===== src/rtl/uart_frame_pkg.sv =====
// Shared types and helpers for the UART frame sequencer.
package uart_frame_pkg;

  typedef enum logic [2:0] {
    HUNT,
    ADDR,
    LEN,
    PAYLOAD,
    CHK,
    COMMIT,
    DONE
  } frame_state_e;

  localparam logic [7:0] DEF_SYNC_BYTE = 8'hA5;
  localparam int         DEF_MAX_LEN   = 8;

  // Bits needed to hold 0..n-1, never less than one.
  function automatic int cnt_width(input int n);
    return (n <= 2) ? 1 : $clog2(n);
  endfunction

endpackage


===== src/rtl/uart_frame_buf.sv =====
// Payload holding buffer: one write port fed while receiving, one read port used during commit.
module uart_frame_buf
  import uart_frame_pkg::*;
#(
  parameter int MAX_LEN = DEF_MAX_LEN,
  parameter int AW      = cnt_width(MAX_LEN)
) (
  input  logic          clk,
  input  logic          wr_en,
  input  logic [AW-1:0] wr_idx,
  input  logic [7:0]    wr_data,
  input  logic [AW-1:0] rd_idx,
  output logic [7:0]    rd_data
);

  logic [7:0] mem [2**AW];

  always_ff @(posedge clk) begin
    if (wr_en) mem[wr_idx] <= wr_data;
  end

  assign rd_data = mem[rd_idx];

endmodule


===== src/rtl/uart_rx_frame_ctrl.sv =====
// Framed-command sequencer behind the UART receiver: SYNC, ADDR, LEN, PAYLOAD, CHK,
// then commits the buffered payload as sequential register writes.
module uart_rx_frame_ctrl
  import uart_frame_pkg::*;
#(
  parameter logic [7:0] SYNC_BYTE      = DEF_SYNC_BYTE,
  parameter int         MAX_LEN        = DEF_MAX_LEN,
  parameter int         ADDR_WIDTH     = 4,
  parameter int         TIMEOUT_CYCLES = 100000
) (
  input  logic                  sourceClk,
  input  logic                  reset,
  input  logic                  rx_start,
  input  logic [7:0]            rx_byte,
  input  logic                  rx_complete,
  output logic                  wr_en,
  output logic [ADDR_WIDTH-1:0] wr_addr,
  output logic [7:0]            wr_data,
  output logic                  busy,
  output logic                  frame_done,
  output logic                  err_chk,
  output logic                  err_len,
  output logic                  err_timeout
);

  localparam int IDX_W  = $clog2(MAX_LEN + 1);
  localparam int BUF_AW = cnt_width(MAX_LEN);
  localparam int TO_W   = cnt_width(TIMEOUT_CYCLES);
  localparam logic [TO_W-1:0] TO_LAST = TO_W'(TIMEOUT_CYCLES - 1);

  frame_state_e          state_q, state_nxt;
  logic                  rx_complete_q;
  logic                  pend_vld_q;
  logic [7:0]            pend_byte_q;
  logic [ADDR_WIDTH-1:0] base_q;
  logic [IDX_W-1:0]      len_q, idx_q;
  logic [7:0]            chk_q;
  logic [TO_W-1:0]       to_cnt_q;
  logic                  rx_ev, pend_use, ev, in_frame, to_hit, idx_last;
  logic                  len_bad, chk_bad, buf_we;
  logic [7:0]            ev_byte, rd_data;

  // The pending slot holds a byte that arrived during COMMIT/DONE; it is replayed first.
  assign rx_ev    = rx_complete & ~rx_complete_q;
  assign pend_use = pend_vld_q && (state_q != COMMIT) && (state_q != DONE);
  assign ev       = rx_ev | pend_use;
  assign ev_byte  = pend_use ? pend_byte_q : rx_byte;
  assign in_frame = (state_q == ADDR) || (state_q == LEN) || (state_q == PAYLOAD) || (state_q == CHK);
  assign to_hit   = in_frame && (to_cnt_q == TO_LAST);
  assign idx_last = (idx_q + IDX_W'(1)) == len_q;
  assign buf_we   = ev && !to_hit && (state_q == PAYLOAD);

  always_comb begin
    state_nxt = state_q;
    len_bad   = 1'b0;
    chk_bad   = 1'b0;
    if (to_hit) begin
      state_nxt = HUNT;
    end else begin
      unique case (state_q)
        HUNT:    if (ev && ev_byte == SYNC_BYTE) state_nxt = ADDR;
        ADDR:    if (ev) state_nxt = LEN;
        LEN: begin
          if (ev) begin
            if (ev_byte > 8'(MAX_LEN)) begin
              len_bad   = 1'b1;
              state_nxt = HUNT;
            end else if (ev_byte == 8'h00) begin
              state_nxt = CHK;
            end else begin
              state_nxt = PAYLOAD;
            end
          end
        end
        PAYLOAD: if (ev && idx_last) state_nxt = CHK;
        CHK: begin
          if (ev) begin
            if (ev_byte == chk_q) begin
              state_nxt = (len_q == '0) ? DONE : COMMIT;
            end else begin
              chk_bad   = 1'b1;
              state_nxt = HUNT;
            end
          end
        end
        COMMIT:  if (idx_last) state_nxt = DONE;
        DONE:    state_nxt = HUNT;
        default: state_nxt = HUNT;
      endcase
    end
  end

  always_ff @(posedge sourceClk) begin
    if (reset) begin
      state_q       <= HUNT;
      rx_complete_q <= 1'b0;
      pend_vld_q    <= 1'b0;
      pend_byte_q   <= 8'h00;
      idx_q         <= '0;
      chk_q         <= 8'h00;
      to_cnt_q      <= '0;
      err_chk       <= 1'b0;
      err_len       <= 1'b0;
      err_timeout   <= 1'b0;
    end else begin
      state_q       <= state_nxt;
      rx_complete_q <= rx_complete;
      err_chk       <= chk_bad;
      err_len       <= len_bad;
      err_timeout   <= to_hit;

      if (rx_ev && (pend_use || state_q == COMMIT || state_q == DONE)) begin
        pend_vld_q  <= 1'b1;
        pend_byte_q <= rx_byte;
      end else if (pend_use) begin
        pend_vld_q  <= 1'b0;
      end

      // rx_start keeps a byte that is still being shifted in from timing out.
      if (!in_frame || ev || rx_start) begin
        to_cnt_q <= '0;
      end else if (to_cnt_q != TO_LAST) begin
        to_cnt_q <= to_cnt_q + TO_W'(1);
      end

      if (ev && !to_hit) begin
        unique case (state_q)
          ADDR:    chk_q <= ev_byte;
          LEN: begin
            chk_q <= chk_q ^ ev_byte;
            idx_q <= '0;
          end
          PAYLOAD: begin
            chk_q <= chk_q ^ ev_byte;
            idx_q <= idx_q + IDX_W'(1);
          end
          CHK:     idx_q <= '0;
          default: ;
        endcase
      end
      if (state_q == COMMIT) idx_q <= idx_q + IDX_W'(1);
    end
  end

  always_ff @(posedge sourceClk) begin
    if (ev && !to_hit && state_q == ADDR) base_q <= ev_byte[ADDR_WIDTH-1:0];
    if (ev && !to_hit && state_q == LEN)  len_q  <= ev_byte[IDX_W-1:0];
  end

  uart_frame_buf #(
    .MAX_LEN (MAX_LEN),
    .AW      (BUF_AW)
  ) u_buf (
    .clk     (sourceClk),
    .wr_en   (buf_we),
    .wr_idx  (idx_q[BUF_AW-1:0]),
    .wr_data (ev_byte),
    .rd_idx  (idx_q[BUF_AW-1:0]),
    .rd_data (rd_data)
  );

  assign wr_en      = (state_q == COMMIT);
  assign wr_addr    = wr_en ? (base_q + ADDR_WIDTH'(idx_q)) : '0;
  assign wr_data    = wr_en ? rd_data : 8'h00;
  assign busy       = (state_q != HUNT);
  assign frame_done = (state_q == DONE);

endmodule

===== config.mk =====
export PLATFORM = sky130hd
export DESIGN_NAME = uart_rx_frame_ctrl
export DESIGN_NICKNAME = d
export VERILOG_FILES = /design/src/rtl/uart_frame_pkg.sv /design/src/rtl/uart_frame_buf.sv /design/src/rtl/uart_rx_frame_ctrl.sv
export SDC_FILE = /design/constraint.sdc
export NUM_CORES = 1
export LEC_CHECK = 0
export BUFFER_PORTS_ARGS = -buffer_cell sky130_fd_sc_hd__buf_2
export CORE_MARGIN = 3
export CORE_UTILIZATION = 40
export DETAILED_ROUTE_END_ITERATION = 12
export PLACE_DENSITY_LB_ADDON = 0.15
export SLEW_MARGIN = 10
export SYNTH_ARGS = -nofsm -noshare
export SYNTH_HDL_FRONTEND = slang
export SYNTH_SLANG_ARGS = --single-unit
export TNS_END_PERCENT = 20

===== constraint.sdc =====
create_clock -name sourceClk -period 3.2 [get_ports sourceClk]
set_input_delay 0.48 -clock sourceClk [delete_from_list [all_inputs] [get_ports sourceClk]]
set_output_delay 0.48 -clock sourceClk [all_outputs]
set_load 0.05 [all_outputs]

==> results.json, run 1 <==
{
  "status": "complete, no violations",
  "core_um2": 14000,
  "hold_path.class": "input port to flop",
  "r2r_cells": 8,
  "rrSetupSlack_ns": 0.40,
  "max-slew-margin-rel_pct": 45.5,
  "die_w_um": 127,
  "synth_edf_count": 72,
  "min_period_over_period_pct": 87.5,
  "area.growth.synth_to_final_pct": 16.2,
  "r2r-start": "pend_vld_q",
  "drive_above_1_share_pct": 19.8,
  "powerDensity_nw_per_um2": 543,
  "fp-row-count": 43,
  "final-max-slew-violation-count": 0,
  "post_cts_buffers": 0,
  "hpwl_um": 9400,
  "nNetsFinal": 547,
  "cts_tree": "done",
  "max_freq_ghz": 0.357,
  "post_cts_resized": 0,
  "synthArstFlopShare_pct": 0,
  "end_kind": "flop",
  "netlist_instances": 492,
  "cp_num_cells": 8,
  "initial_core_util_pct": 41.4,
  "synth_nets": 510,
  "antennaDiodeCount": 0,
  "cts_buffer_depth": 2,
  "overflow": 0,
  "antenna_found_initial": 0,
  "die_y_um": 127,
  "numCtsBuffers": 17,
  "arrival_ns": 2.92,
  "crit_top_cell": "buf_4",
  "critPathBufInv": 3,
  "grt_max_degree": 26,
  "crit_end": "u_buf.mem[0][7]",
  "required_ns": 3.32,
  "peakVddDrop_mv": 0.310,
  "critPathKind": "flop to flop",
  "path_cells": "inv_1 -> a21oi_2 -> o22ai_1 -> buf_4 -> or2_1 -> or3_1 -> nor3_1 -> buf_4",
  "cts_num_sinks": 120,
  "critPathMaxStageDelay_ns": 0.63,
  "dpl_cell_area_um2": 6150,
  "grt_setup_unrepaired": "no",
  "synth_area_per_cell_um2": 11.8,
  "p_leak_nw": 2.27,
  "first_iter_violations": 245,
  "netlist.area_leader.share_pct": 37.2,
  "grt_pass1_wl_um": 21900,
  "gp_congestion": 0.911,
  "portBuffers": 29,
  "critical-path-top-delay-family": "simple AND/OR/NAND/NOR gates",
  "cts-root-buf": "clkbuf_16",
  "tns_ns": 0,
  "final_area_um2": 6760,
  "ios": 30,
  "min_from": "rx_complete",
  "crit_fanout": 19,
  "antenna_left": 0,
  "cp-start-kind": "flop",
  "synthFlopType": "edfxtp_1",
  "drc": 0,
  "die-area_um2": 16000,
  "synth_area_leaders": "edfxtp_1 37%, dfxtp_1 17%, mux4_2 6.2%, xor2_1 4.1%, nor2_1 3.8%",
  "tightest_slew_ns": 0.816,
  "fin_skew_ns": 0.00537,
  "synth_largest_area_cell": "edfxtp_1",
  "hold_viol_final": 0,
  "ys_seq_elements": 120,
  "finalSetupViolCount": 0,
  "yosysSeqAreaShare_pct": 53.7,
  "synth_cell_types": 69,
  "hold_buffers": 0,
  "track_usage_pct": 17.5,
  "drv_cap": 0,
  "clkTransAtPathRegs_ns": 0.05,
  "cts_max_level": 4,
  "avgViaCountPerCell": 5.52,
  "wl_per_cell_um": 18.3,
  "wl_um": 13200,
  "critPathLaunch": "pend_vld_q",
  "clk_latency_ns": 0.41,
  "vias": 3982,
  "fin_crit_ns": 2.80,
  "synth.cell_area_um2": 5820,
  "drt-pass1-iter-count": 5,
  "slowest_stage": "dfxtp_1",
  "yosysWarnings": 0,
  "first_global_vias": 3954,
  "r2r-end": "u_buf.mem[0][7]"
}
registers in the layout, indices dropped and copies added (netlist names), 3 cells and up, named ones only:
register	count
state_q	3
u_buf.mem	64
base_q	4
pend_byte_q	8
idx_q	4
len_q	4
to_cnt_q	17
chk_q	8
worst register-to-register path, delay by kind of cell (launching register included):
kind                   cells  cell delay [ns]
AND/OR/NAND/NOR            3             0.83
buffers and inverters      3             0.67
flip-flops                 1             0.63
AO/OA/AOI/OAI              2             0.38
routing by layer:
| layer | wire length [um] | global-route usage (%) |
|---|---|---|
| met1 | 6100 | 24.0 |
| met2 | 6150 | 27.0 |
| met3 | 630 | 4.25 |
| met4 | 307 | 6.69 |
| met5 | 0 | 0 |
kinds of logic (layout without fill, tap and decap cells):
| logic type | after synthesis | after routing | synth area share (%) |
|---|---|---|---|
| buf+inv | 40 | 89 | 3.33 |
| mux | 40 | 40 | 10.5 |
| xor+xnor | 40 | 40 | 6.58 |
| compound gates | 68 | 68 | 8.47 |
| flops | 120 | 120 | 53.7 |
| simple gates | 177 | 177 | 15.8 |
| fa+ha+maj | 7 | 7 | 1.59 |
cell type report:
type,instances,area (um2)
flip-flops and latches,120,3120
fillers,1265,7280
multi-input cells,332,2500
inverters,17,63.8
repair buffers,41,235
clock inverters,12,176
clock buffers,19,433
well taps,180,225
synth_stat cells, drive strengths merged, types with 2 or more instances:
master	instances
a211oi	8
nand2b	7
mux2i	14
mux4	16
nor3b	8
nor2	60
inv	17
clkbuf	10
a21oi	18
edfxtp	72
o21ai	13
nor3	11
nor2b	10
nor4	7
and3	8
and2	2
or3	5
o221a	2
or4	3
o22ai	3
nand2	25
nand3b	3
a2111oi	3
xnor2	12
a31oi	3
buf	13
mux2	10
o21a	2
ha	5
nand3	10
o31ai	2
dfxtp	48
nand4	11
nor4bb	2
a311oi	2
xor2	27
layout by cell type (no fill, tap or decap), types with 3 or more instances in the layout:
cell / instances
o22ai_1: 3
o21ai_0: 11
nor2_1: 59
xor2_1: 27
buf_4: 12
mux2_2: 10
nor4_1: 7
nand3b_1: 3
nand2b_1: 7
nand2_1: 24
clkinvlp_4: 4
dfxtp_1: 48
nor2b_1: 10
inv_1: 17
bufinv_16: 4
a21oi_1: 17
nand3_1: 10
nor3b_1: 8
ha_1: 5
mux4_2: 16
edfxtp_1: 72
xnor2_1: 11
a211oi_1: 6
nor3_1: 10
nand4_1: 11
mux2i_1: 14
buf_2: 29
clkbuf_16: 17
and3_1: 8
or3_1: 5
a2111oi_0: 3
worst min-delay path by stage:
stage | end | slack (ns) | depth (start not counted)
2_1_floorplan | to_cnt_q[4] | 0.47 | 2
3_3_place_gp | to_cnt_q[4] | 0.49 | 2
3_5_place_dp | to_cnt_q[4] | 0.50 | 2
4_1_cts | rx_complete_q | 0.29 | 2
5_1_grt | rx_complete_q | 0.34 | 2
6_report | rx_complete_q | 0.31 | 2
per-stage QoR:
step / power [mW] / hold slack, ns / setup WS [ns] / util [%] / std cells
final: 3.67 / 0.310 / 0.400 / 48.1 / 721
after global routing: 3.80 / 0.340 / 0.216 / 48.1 / 721
after CTS: 3.71 / 0.295 / 0.410 / 48.1 / 721
after detailed placement: 1.74 / 0.498 / 0.412 / 43.8 / 690
after global placement: 1.74 / 0.493 / 0.520 / 43.8 / 690
after floorplan: 1.71 / 0.472 / 0.697 / - / 492
where the power goes:
part,switching [mW],internal [mW],leakage (nW)
registers,0.000346,1.64,1.03
clock network,0.662,1.30,0.283
logic,0.0532,0.0223,0.951
total,0.715,2.95,2.27
Power figures use the tool's default switching activity.
==> run 2: changes to the inputs <==
- REMOVE_ABC_BUFFERS: not set -> 1
==> results.json, run 2 (synthesized netlist as in run 1, its figures left out) <==
{
  "stdcell_count": 725,
  "grt_max_degree": 20,
  "holdPathEnd": "rx_complete_q",
  "clk_latency_ns": 0.41,
  "min_from": "rx_complete",
  "max_freq_ghz": 0.382,
  "hold_path.class": "input port to flop",
  "pre_cts_slack_ns": 0.573,
  "drive_above_1_share_pct": 20.9,
  "drt-pass1-iter-count": 4,
  "end_kind": "flop",
  "hold_viol_final": 0,
  "fillers": 1275,
  "r2r_cells": 7,
  "multi_input_area_um2": 2500,
  "core_um2": 14000,
  "grt_pass1_wl_um": 22100,
  "rrSetupSlack_ns": 0.58,
  "portBuffers": 29,
  "layout_common_cells": "72 x edfxtp_1, 59 x nor2_1, 48 x dfxtp_1",
  "powerDensity_nw_per_um2": 539,
  "hold_buffers": 0,
  "die-area_um2": 16000,
  "status": "complete, no violations",
  "top_regs": "u_buf.mem (64), to_cnt_q (17)",
  "die_y_um": 127,
  "peakVddDrop_mv": 0.361,
  "arrival_ns": 2.74,
  "cts_buffer_depth": 2,
  "crit_fanout": 12,
  "max-slew-margin-rel_pct": 49.2,
  "area.growth.synth_to_final_pct": 16.5,
  "cts_max_level": 4,
  "nNetsFinal": 550,
  "p_leak_nw": 2.30,
  "final-seq-area_um2": 3120,
  "wl_um": 13400,
  "initial_core_util_pct": 41.4,
  "required_ns": 3.32,
  "antenna_found_initial": 0,
  "finalSetupViolCount": 0,
  "die_w_um": 127,
  "slowest_stage": "dfxtp_1",
  "grt_setup_unrepaired": "no",
  "clkTransAtPathRegs_ns": 0.06,
  "wl_per_cell_um": 18.5,
  "hpwl_um": 9410,
  "r2r-start": "pend_vld_q",
  "post_cts_resized": 0,
  "drc": 0,
  "fin_crit_ns": 2.62,
  "cp-start-kind": "flop",
  "vias": 4001,
  "fp-row-count": 43,
  "holdPathStages": 2,
  "dp_cells": 693,
  "cts_tree": "done",
  "layout_commonest_cell": "edfxtp_1",
  "first_iter_violations": 213,
  "drv_cap": 0,
  "numCtsBuffers": 17,
  "critPathKind": "flop to flop",
  "regMostFlops": "u_buf.mem",
  "gp_congestion": 0.903,
  "antenna_left": 0,
  "path_cells": "inv_1 -> a21oi_2 -> o22ai_1 -> or2_1 -> or3_1 -> nor3_1 -> buf_4",
  "largest_reg_flops": 64,
  "avgViaCountPerCell": 5.52,
  "post_cts_buffers": 0,
  "fin_skew_ns": 0.00558,
  "r2r-end": "u_buf.mem[0][7]",
  "overflow": 0,
  "min_period_over_period_pct": 81.8,
  "cts-root-buf": "clkbuf_16",
  "antennaDiodeCount": 0,
  "tightest_slew_ns": 0.761,
  "cts_num_sinks": 120,
  "critPathMaxStageDelay_ns": 0.65,
  "final.setup.worst_slack_ns": 0.583,
  "final-max-slew-violation-count": 0,
  "first_global_vias": 4084,
  "tns_ns": 0,
  "track_usage_pct": 17.6,
  "ios": 30
}
==> run 2: layer usage <==
layer | vias to the layer above | part of all wire, % | track usage, % | routed length, um
met5 | - | 0 | 0 | 0
met3 | 21 | 4.2 | 4.34 | 561
met4 | 0 | 1.8 | 6.69 | 238
met1 | 1972 | 47 | 23.7 | 6290
met2 | 97 | 47 | 27.7 | 6300
li1 | 1911 | - | - | -
==> run 2: layout make-up <==
class	count	share of cell area, %
inverters	17	0.942
clock inverters	15	2.66
well taps	180	3.32
multi-input cells	332	36.9
clock buffers	17	6.28
flip-flops and latches	120	46.1
repair buffers	44	3.80
==> run 2: how the worst max path moves through the flow <==
stage / from / end / slack [ns]
after floorplan: state_q[0] / u_buf.mem[0][0] / 0.1
after global placement: pend_vld_q / u_buf.mem[0][4] / 0.65
after detailed placement: pend_vld_q / u_buf.mem[0][5] / 0.57
after CTS: pend_vld_q / u_buf.mem[0][7] / 0.59
after global routing: pend_vld_q / u_buf.mem[0][7] / 0.44
final: pend_vld_q / u_buf.mem[0][7] / 0.58
==> run 2: report_power, final <==
| part | internal (mW) | switching, mW |
|---|---|---|
| Clock | 1.18 | 0.762 |
| Sequential | 1.64 | 0.000338 |
| Combinational | 0.0232 | 0.0544 |
==> run 2: worst max-delay path: cells and delay by family (launching register included) <==
| kind | cells | cell delay [ns] |
|---|---|---|
| and+or+nand+nor | 3 | 0.83 |
| DFF | 1 | 0.65 |
| buffers and inverters | 2 | 0.46 |
| AOI/OAI and AO/OA | 2 | 0.38 |
==> run 2: stage by stage <==
step	instance area [um2]	utilization [%]	hold WS [ns]	power (mW)
floorplan	5690	-	0.472	1.71
global placement	6170	43.9	0.492	1.75
detailed placement	6170	43.9	0.501	1.75
CTS	6780	48.3	0.301	3.70
global route	6780	48.3	0.326	3.78
finish	6780	48.3	0.314	3.66
